===== src/rtl/laser_clk_sched_if.sv =====
// Bundles the scheduler's requester side and ClockDivider control.
// The scheduler takes the slave modport; the link-layer/divider side takes master.
interface laser_clk_sched_if;
    logic [1:0] req;
    logic [7:0] div_cfg0;
    logic [7:0] div_cfg1;
    logic [1:0] gnt;
    logic       ready;
    logic       div_en;
    logic [7:0] div_value;
    logic       busy;

    modport slave (
        input  req,
        input  div_cfg0,
        input  div_cfg1,
        output gnt,
        output ready,
        output div_en,
        output div_value,
        output busy
    );

    modport master (
        output req,
        output div_cfg0,
        output div_cfg1,
        input  gnt,
        input  ready,
        input  div_en,
        input  div_value,
        input  busy
    );
endinterface


===== src/rtl/laser_clk_sched.sv =====
// Round-robin owner of the shared ClockDivider (0 = TX framer, 1 = RX sampler) with glitch-safe
// disable/guard/load/enable sequencing. Define LASER_CLK_SCHED_STATS_EN for preempt/grant counters.
module laser_clk_sched #(
    parameter int GUARD_CYC = 4,
    parameter int MAX_HOLD  = 1024,
    parameter int HOLD_W    = 16
) (
    input  logic             CLOCK_50,
    input  logic             reset,
    laser_clk_sched_if.slave bus
`ifdef LASER_CLK_SCHED_STATS_EN
    ,
    output logic [15:0]      preempt_cnt,
    output logic [15:0]      grant_cnt
`endif
);

    localparam int                GW         = $clog2(GUARD_CYC + 1);
    localparam logic [GW-1:0]     GUARD_LAST = GW'(GUARD_CYC - 1);
    localparam logic [HOLD_W-1:0] HOLD_PRE   = HOLD_W'(MAX_HOLD - 1);
    localparam logic [HOLD_W-1:0] HOLD_SAT   = HOLD_W'(MAX_HOLD);

    typedef enum logic [1:0] {
        S_IDLE  = 2'd0,
        S_GUARD = 2'd1,
        S_RUN   = 2'd2,
        S_DRAIN = 2'd3
    } state_t;

    state_t            state_q, state_d;
    logic [1:0]        gnt_q, gnt_d;
    logic              ready_q, ready_d;
    logic              div_en_q, div_en_d;
    logic              busy_q, busy_d;
    logic [7:0]        div_value_q, div_value_d;
    logic [GW-1:0]     guard_q, guard_d;
    logic [HOLD_W-1:0] hold_q, hold_d;
    logic              owner_q, owner_d;
    logic              rr_q, rr_d;

    logic              winner;
    logic [7:0]        win_cfg;
    logic [7:0]        norm_cfg;
    logic              own_req;
    logic              other_req;

    // rr_q names the requester that wins when both ask at once
    assign winner    = (bus.req == 2'b11) ? rr_q : bus.req[1];
    assign win_cfg   = winner ? bus.div_cfg1 : bus.div_cfg0;
    assign norm_cfg  = (win_cfg == 8'd0) ? 8'd1 : win_cfg;
    assign own_req   = bus.req[owner_q];
    assign other_req = bus.req[~owner_q];

    always_comb begin
        state_d     = state_q;
        gnt_d       = gnt_q;
        ready_d     = ready_q;
        div_en_d    = div_en_q;
        div_value_d = div_value_q;
        guard_d     = guard_q;
        hold_d      = hold_q;
        owner_d     = owner_q;
        rr_d        = rr_q;

        unique case (state_q)
            S_IDLE: begin
                if (bus.req != 2'b00) begin
                    state_d     = S_GUARD;
                    gnt_d       = winner ? 2'b10 : 2'b01;
                    owner_d     = winner;
                    div_value_d = norm_cfg;
                    guard_d     = '0;
                    hold_d      = '0;
                    ready_d     = 1'b0;
                    div_en_d    = 1'b0;
                end
            end
            S_GUARD: begin
                if (!own_req) begin
                    state_d  = S_DRAIN;
                    gnt_d    = 2'b00;
                    ready_d  = 1'b0;
                    div_en_d = 1'b0;
                end else if (guard_q == GUARD_LAST) begin
                    state_d  = S_RUN;
                    ready_d  = 1'b1;
                    div_en_d = 1'b1;
                    hold_d   = '0;
                end else begin
                    guard_d = guard_q + GW'(1);
                end
            end
            S_RUN: begin
                // Release takes precedence over preemption when both hold this cycle
                if (!own_req || (other_req && hold_q == HOLD_PRE)) begin
                    state_d  = S_DRAIN;
                    gnt_d    = 2'b00;
                    ready_d  = 1'b0;
                    div_en_d = 1'b0;
                end else if (hold_q != HOLD_SAT) begin
                    hold_d = hold_q + HOLD_W'(1);
                end
            end
            S_DRAIN: begin
                state_d = S_IDLE;
                rr_d    = ~owner_q;
            end
            default: state_d = S_IDLE;
        endcase

        busy_d = (state_d != S_IDLE);
    end

    always_ff @(posedge CLOCK_50 or negedge reset) begin
        if (!reset) begin
            state_q     <= S_IDLE;
            gnt_q       <= 2'b00;
            ready_q     <= 1'b0;
            div_en_q    <= 1'b0;
            busy_q      <= 1'b0;
            div_value_q <= 8'd0;
            guard_q     <= '0;
            hold_q      <= '0;
            owner_q     <= 1'b0;
            rr_q        <= 1'b0;
        end else begin
            state_q     <= state_d;
            gnt_q       <= gnt_d;
            ready_q     <= ready_d;
            div_en_q    <= div_en_d;
            busy_q      <= busy_d;
            div_value_q <= div_value_d;
            guard_q     <= guard_d;
            hold_q      <= hold_d;
            owner_q     <= owner_d;
            rr_q        <= rr_d;
        end
    end

    assign bus.gnt       = gnt_q;
    assign bus.ready     = ready_q;
    assign bus.div_en    = div_en_q;
    assign bus.busy      = busy_q;
    assign bus.div_value = div_value_q;

`ifdef LASER_CLK_SCHED_STATS_EN
    logic [15:0] preempt_cnt_q, preempt_cnt_d;
    logic [15:0] grant_cnt_q, grant_cnt_d;
    logic        grant_evt;
    logic        preempt_evt;

    assign grant_evt   = (state_q == S_IDLE) && (bus.req != 2'b00);
    assign preempt_evt = (state_q == S_RUN) && own_req && other_req && (hold_q == HOLD_PRE);

    always_comb begin
        grant_cnt_d   = grant_cnt_q;
        preempt_cnt_d = preempt_cnt_q;
        if (grant_evt && grant_cnt_q != 16'hFFFF)
            grant_cnt_d = grant_cnt_q + 16'd1;
        if (preempt_evt && preempt_cnt_q != 16'hFFFF)
            preempt_cnt_d = preempt_cnt_q + 16'd1;
    end

    always_ff @(posedge CLOCK_50 or negedge reset) begin
        if (!reset) begin
            grant_cnt_q   <= 16'd0;
            preempt_cnt_q <= 16'd0;
        end else begin
            grant_cnt_q   <= grant_cnt_d;
            preempt_cnt_q <= preempt_cnt_d;
        end
    end

    assign grant_cnt   = grant_cnt_q;
    assign preempt_cnt = preempt_cnt_q;
`endif

    a_gnt_onehot0: assert property (@(posedge CLOCK_50) disable iff (!reset) $onehot0(gnt_q));
    a_ready_en:    assert property (@(posedge CLOCK_50) disable iff (!reset) ready_q |-> div_en_q);
    a_en_gnt:      assert property (@(posedge CLOCK_50) disable iff (!reset) div_en_q |-> (gnt_q != 2'b00));

endmodule


===== src/flat_wrapper.sv =====
// flat-port wrapper written by rule: the top's interface ports become plain ports
module laser_clk_sched_flat 
#(
    parameter int GUARD_CYC = 4,
    parameter int MAX_HOLD  = 1024,
    parameter int HOLD_W    = 16
)
  (CLOCK_50, reset, bus_req, bus_div_cfg0, bus_div_cfg1, bus_gnt, bus_ready, bus_div_en, bus_div_value, bus_busy);
  laser_clk_sched_if bus_i ();
  input  logic CLOCK_50;
  input  logic reset;
  input wire logic [$bits(bus_i.req)-1:0] bus_req;
  input wire logic [$bits(bus_i.div_cfg0)-1:0] bus_div_cfg0;
  input wire logic [$bits(bus_i.div_cfg1)-1:0] bus_div_cfg1;
  output wire logic [$bits(bus_i.gnt)-1:0] bus_gnt;
  output wire logic [$bits(bus_i.ready)-1:0] bus_ready;
  output wire logic [$bits(bus_i.div_en)-1:0] bus_div_en;
  output wire logic [$bits(bus_i.div_value)-1:0] bus_div_value;
  output wire logic [$bits(bus_i.busy)-1:0] bus_busy;
  assign bus_i.req = bus_req;
  assign bus_i.div_cfg0 = bus_div_cfg0;
  assign bus_i.div_cfg1 = bus_div_cfg1;
  assign bus_gnt = bus_i.gnt;
  assign bus_ready = bus_i.ready;
  assign bus_div_en = bus_i.div_en;
  assign bus_div_value = bus_i.div_value;
  assign bus_busy = bus_i.busy;
  laser_clk_sched #(.GUARD_CYC(GUARD_CYC), .MAX_HOLD(MAX_HOLD), .HOLD_W(HOLD_W)) u_core (.CLOCK_50(CLOCK_50), .reset(reset), .bus(bus_i));
endmodule

===== config.mk =====
export PLATFORM = sky130hd
export DESIGN_NAME = laser_clk_sched_flat
export DESIGN_NICKNAME = d
export VERILOG_FILES = /design/src/rtl/laser_clk_sched_if.sv /design/src/rtl/laser_clk_sched.sv /design/src/flat_wrapper.sv
export SDC_FILE = /design/constraint.sdc
export NUM_CORES = 1
export LEC_CHECK = 0
export ABC_AREA = 1
export CAP_MARGIN = 0
export CORE_MARGIN = 3
export CORE_UTILIZATION = 31
export CTS_CLUSTER_SIZE = 30
export DETAILED_ROUTE_END_ITERATION = 12
export HOLD_SLACK_MARGIN = 0.1
export PLACE_DENSITY_LB_ADDON = 0.12
export SYNTH_ARGS = -nofsm -noshare
export SYNTH_HDL_FRONTEND = slang
export SYNTH_SLANG_ARGS = --single-unit

===== constraint.sdc =====
create_clock -name CLOCK_50 -period 1.69 [get_ports CLOCK_50]
set_clock_uncertainty 0.05 [all_clocks]
set_input_delay 0.4225 -clock CLOCK_50 [delete_from_list [all_inputs] [get_ports CLOCK_50]]
set_output_delay 0.4225 -clock CLOCK_50 [all_outputs]
set_load 0.1 [all_outputs]

* Yosys cells after proc, flatten, opt, wreduce, memory -nomap -nowiden
Index checks and enable logic that the tools add are counted.
** Cells by class
- Add/subtract/negate cells :: 2
- Multiply operators :: 0
- Divide/modulo/power cells :: 0
- Magnitude comparators :: 2
- Eq/ne operators :: 16
- Shift-type cells :: 0
- Multiplexer cells :: 32
- Bitwise gates (word level) :: 1
- Reduce and logical (&&, ||, !) cells :: 14
** Operators by type and width (number)
- $mux 16 :: 5
- $pmux 16 s3 :: 1
- $add 16x1->16 const B :: 1
- $eq 16x10->1 const B :: 1
- $mux 2 :: 8
- $mux 8 :: 2
- $ne 16x11->1 const B :: 1
- $reduce_and 4->1 :: 3
- $ne 2x1->1 const B :: 5
- $mux 1 :: 9
- $mux 3 :: 3
- $logic_not 8->1 :: 1
- $pmux 2 s4 :: 1
- $eq 2x2->1 const B :: 3
- $ne 2x2->1 const B :: 3
- $pmux 2 s3 :: 1
- $pmux 3 s2 :: 1
- $reduce_and 6->1 :: 1
- $reduce_bool 2->1 :: 3
- $lt 1x2->1 const B :: 2
- $add 3x1->3 const B :: 1
- $eq 3x2->1 const B :: 1
- $ne 3x3->1 const B :: 1
- $pmux 1 s3 :: 1
- 8 further kinds :: 8
** Word-level totals
- Flip-flop bits (word level) :: 35
- Latch bits :: 0
- Bits in writable memories :: 0
- Bits in read-only memories :: 0
- Bits of input ports :: 20
- Output and inout port bits :: 13
- Logic and storage cells :: 76
- Memories :: 0

* Logic depth before layout (Yosys ltp)
- Word-level depth :: 8
- Mapped depth :: 13
- Depth with buffers taken out :: 12

* Worst setup path before layout
OpenSTA, ideal clock, no wires.
- Path kind :: register -> output
- Start :: reg u_core.ready_q (netlist: u_core.bus.ready)
- End :: out bus_ready
- Arrival :: 1.340 ns
- Data required time :: 1.217 ns
- Setup slack :: -0.122 ns
- Cell stages (with the launch flop) :: 2
- Cell sequence :: dfrtp_1 -> buf_4
** RTL lines
- start: declaration :: line laser_clk_sched.sv:32 : logic ready_q, ready_d;
- start signal: assignment :: line laser_clk_sched.sv:129 : ready_q <= ready_d;
- end: declaration :: line flat_wrapper.sv:16 : output wire logic [$bits(bus_i.ready)-1:0] bus_ready;
No word-level cell between the ends.

* Worst setup path in the final report
- Start :: reg u_core.hold_q[1]
- End :: reg u_core.hold_q[9]
** Between the ends
- Longest elaborated chain between the ends :: 5
** RTL lines
- start: declaration :: line laser_clk_sched.sv:37 : logic [HOLD_W-1:0] hold_q, hold_d;
- start signal: assignment :: line laser_clk_sched.sv:134 : hold_q <= hold_d;
- branches (longest 5 deep; another with $add 16x1->16)
Parallel ways; which one is timed is not known. The select of a mux whose other input is x is not followed.
A chain may end at the register's enable or synchronous reset.

==> results.ini <==
[outcome]
outcome = finished clean

[floorplan]
die-area_mm2 = 0.008591
die_h_um = 92.69
fp-row-count = 30
die_w_um = 92.69
initial_core_util = 0.3319
core_mm2 = 0.007019
ioPinCount = 33

[synthesis]
async_flop_share = 1.000
syn-instance-count = 335
syn_nets = 364
ys_seq_area_frac = 0.3759
ys.warnings.count = 0
synth_edf_count = 0
synth_area_per_cell_um2 = 6.954
synth_area_mm2 = 0.002330
synth_cell_types = 30
ys.flop_type = dfrtp_1
ys_seq_elements = 35

[pwr]
p_leak_nw = 1.721
power_density_mw_per_mm2 = 1640
vdd_ir_drop_max_mv = 0.9549

[timing]
hold_viol_final = 0
worst_pin_slew_ps = 475.0
final_max_slew_viol_count = 0
finalSetupTns_ps = 0
relSlewSlack = 0.6834
finalCritPeriodShare = 0.9950
period_needed_ps = 1682
whs_ps = 113.8
setup_viol = 0
grt_setup_unrepaired = true
max_freq_mhz = 594.7

[grt]
grt_use_total = 0.1478
grt_pass1_wl_um = 10190
grt_max_degree = 36
antenna_found_initial = 0
first_global_vias = 2257
grt.overflow.total = 0

[clock_network]
h-tree-depth = 2
cts_tree = done
clkTransAtPathRegs_ps = 80
clockBufferDepth = 2
ctsHoldBuffers = 0
root_buffer = clkbuf_8
cts_inserted_buffers = 5
clock_sinks = 35
clk-insertion-delay-late_ps = 300

[cells_and_area]
num-nets-final = 443
regArea_um2 = 879.6
final_cell_mix = nand2_1 (99), nor2_1 (40), buf_4 (39)
n_antenna_cell = 0
area_growth_pct = 52.36
final_common_cell = nand2_1
drive_gt1_frac = 0.3277
multi_input_area_mm2 = 0.001438
fillers = 713

[drt]
routed_wl_um = 6216
num_vias = 2338
routedWlPerCell_um = 12.16
avgViaCountPerCell = 4.575
dr.pass1.iters = 4
dr.first_iter.drc_count = 125
drtAntennaViolNets = 0
drc = 0

[job]
drv_cap = 0

[worst_setup_path]
cp_data_required_time_ps = 1830
reg2reg_depth = 11
rrSetupSlack_ps = 8
critPathLaunch = u_core.hold_q[1]
startpoint_type = flip-flop
end_kind = flip-flop
critical_path.endpoint = u_core.hold_q[9]
rr_endpoint = u_core.hold_q[9]
critPathMaxFanout = 10
crit_type = flip-flop to flip-flop
r2r-start = u_core.hold_q[1]
crit_arrival_ps = 1820

[placement]
gp_congestion = 0.9081
post-dp-hpwl_um = 4437
port_buffers = 32

[min_path]
hp-class = input port to asynchronous set/reset pin

## repair_timing
| action | CTS | global route |
|---|---|---|
| gates cloned | 0 | 2 |
| gates resized for setup | 6 | 63 |
| setup endpoints to repair | 17 | 32 |
| pin swaps | 1 | 25 |
| buffers inserted | 0 | 6 |
## metrics by stage
stage	total power, mW	util	setup slack [ps]	std cells	cell area [um2]
after floorplan	3.379	-	13.70	335	2331
after global placement	4.626	0.4496	-365.3	495	3156
after detailed placement	4.644	0.4496	-356.5	495	3156
after CTS	5.431	0.4660	-14.99	503	3271
after global routing	6.197	0.5057	-100.4	511	3550
final	5.820	0.5057	8.400	511	3550
## cell usage after synthesis, types with 2 or more instances
cell type / count / area share
nand2_1: 109 / 0.18
nand2_4: 3 / 0.014
a21oi_1: 5 / 0.011
inv_2: 2 / 0.0032
clkbuf_8: 2 / 0.012
xor2_1: 2 / 0.0075
nor3_1: 4 / 0.0086
ha_1: 9 / 0.048
dfrtp_1: 35 / 0.38
inv_1: 36 / 0.058
nor2_1: 45 / 0.073
nand3_1: 25 / 0.054
clkbuf_1: 2 / 0.0032
nand2_2: 11 / 0.030
nor2_4: 2 / 0.0097
o21ai_0: 20 / 0.043
or2_2: 2 / 0.0054
nand4_1: 9 / 0.024
## where the power goes
part           internal [mW]  switching (mW)
Clock                  0.373           0.333
Sequential              1.07           0.224
Combinational           1.48            2.34
## per-layer routing
layer,share of wire,global-route usage,routed length [um]
met1,0.45,0.1869,2771
met2,0.48,0.2483,2997
met3,0.057,0.04224,354
met4,0.015,0.03663,92
met5,0,0,0
## flip-flops by register name (all words and copies together) (netlist names)
name                  flops
u_core.bus.gnt            2
u_core.bus.div_value      8
u_core.bus.ready          1
u_core.rr_q               1
u_core.owner_q            1
u_core.state_q            2
u_core.hold_q            16
u_core.guard_q            3
u_core.bus.busy           1
## cell families after synthesis
group | share of synthesized area
AOI/OAI and AO/OA | 0.06176
xor gates and xnor gates | 0.01128
adders and majority gates | 0.04834
buffers and inverters | 0.09721
DFF | 0.3759
and+or+nand+nor | 0.4055
## worst min-delay path by stage
stage / startpoint / to / slack [ps] / cells past startpoint
after floorplan: reset / u_core.bus.busy / 80 / 0
after global placement: u_core.guard_q[2] / u_core.guard_q[2] / 420 / 2
after detailed placement: u_core.guard_q[2] / u_core.guard_q[2] / 440 / 2
after CTS: reset / u_core.hold_q[15] / 130 / 2
after global routing: reset / u_core.hold_q[15] / 160 / 2
final: reset / u_core.hold_q[15] / 110 / 2
## area by class of cell
cell class                 instances  area share
tap                               96     0.03384
timing repair buffer              79      0.2411
inverter                          39     0.04406
multi-input combinational        254      0.4050
clock buffer                       8     0.02820
sequential                        35      0.2478
## worst max-delay path: stages (launching register included)
cell	delay [ps]
dfrtp_1	400
ha_2	210
nand2_2	80
inv_4	80
nand2_4	50
nor2_4	130
nand3_4	110
nand2_4	100
nand2_8	100
buf_12	160
nand3_2	60
nand2_1	50
Power figures use the tool's default switching activity.
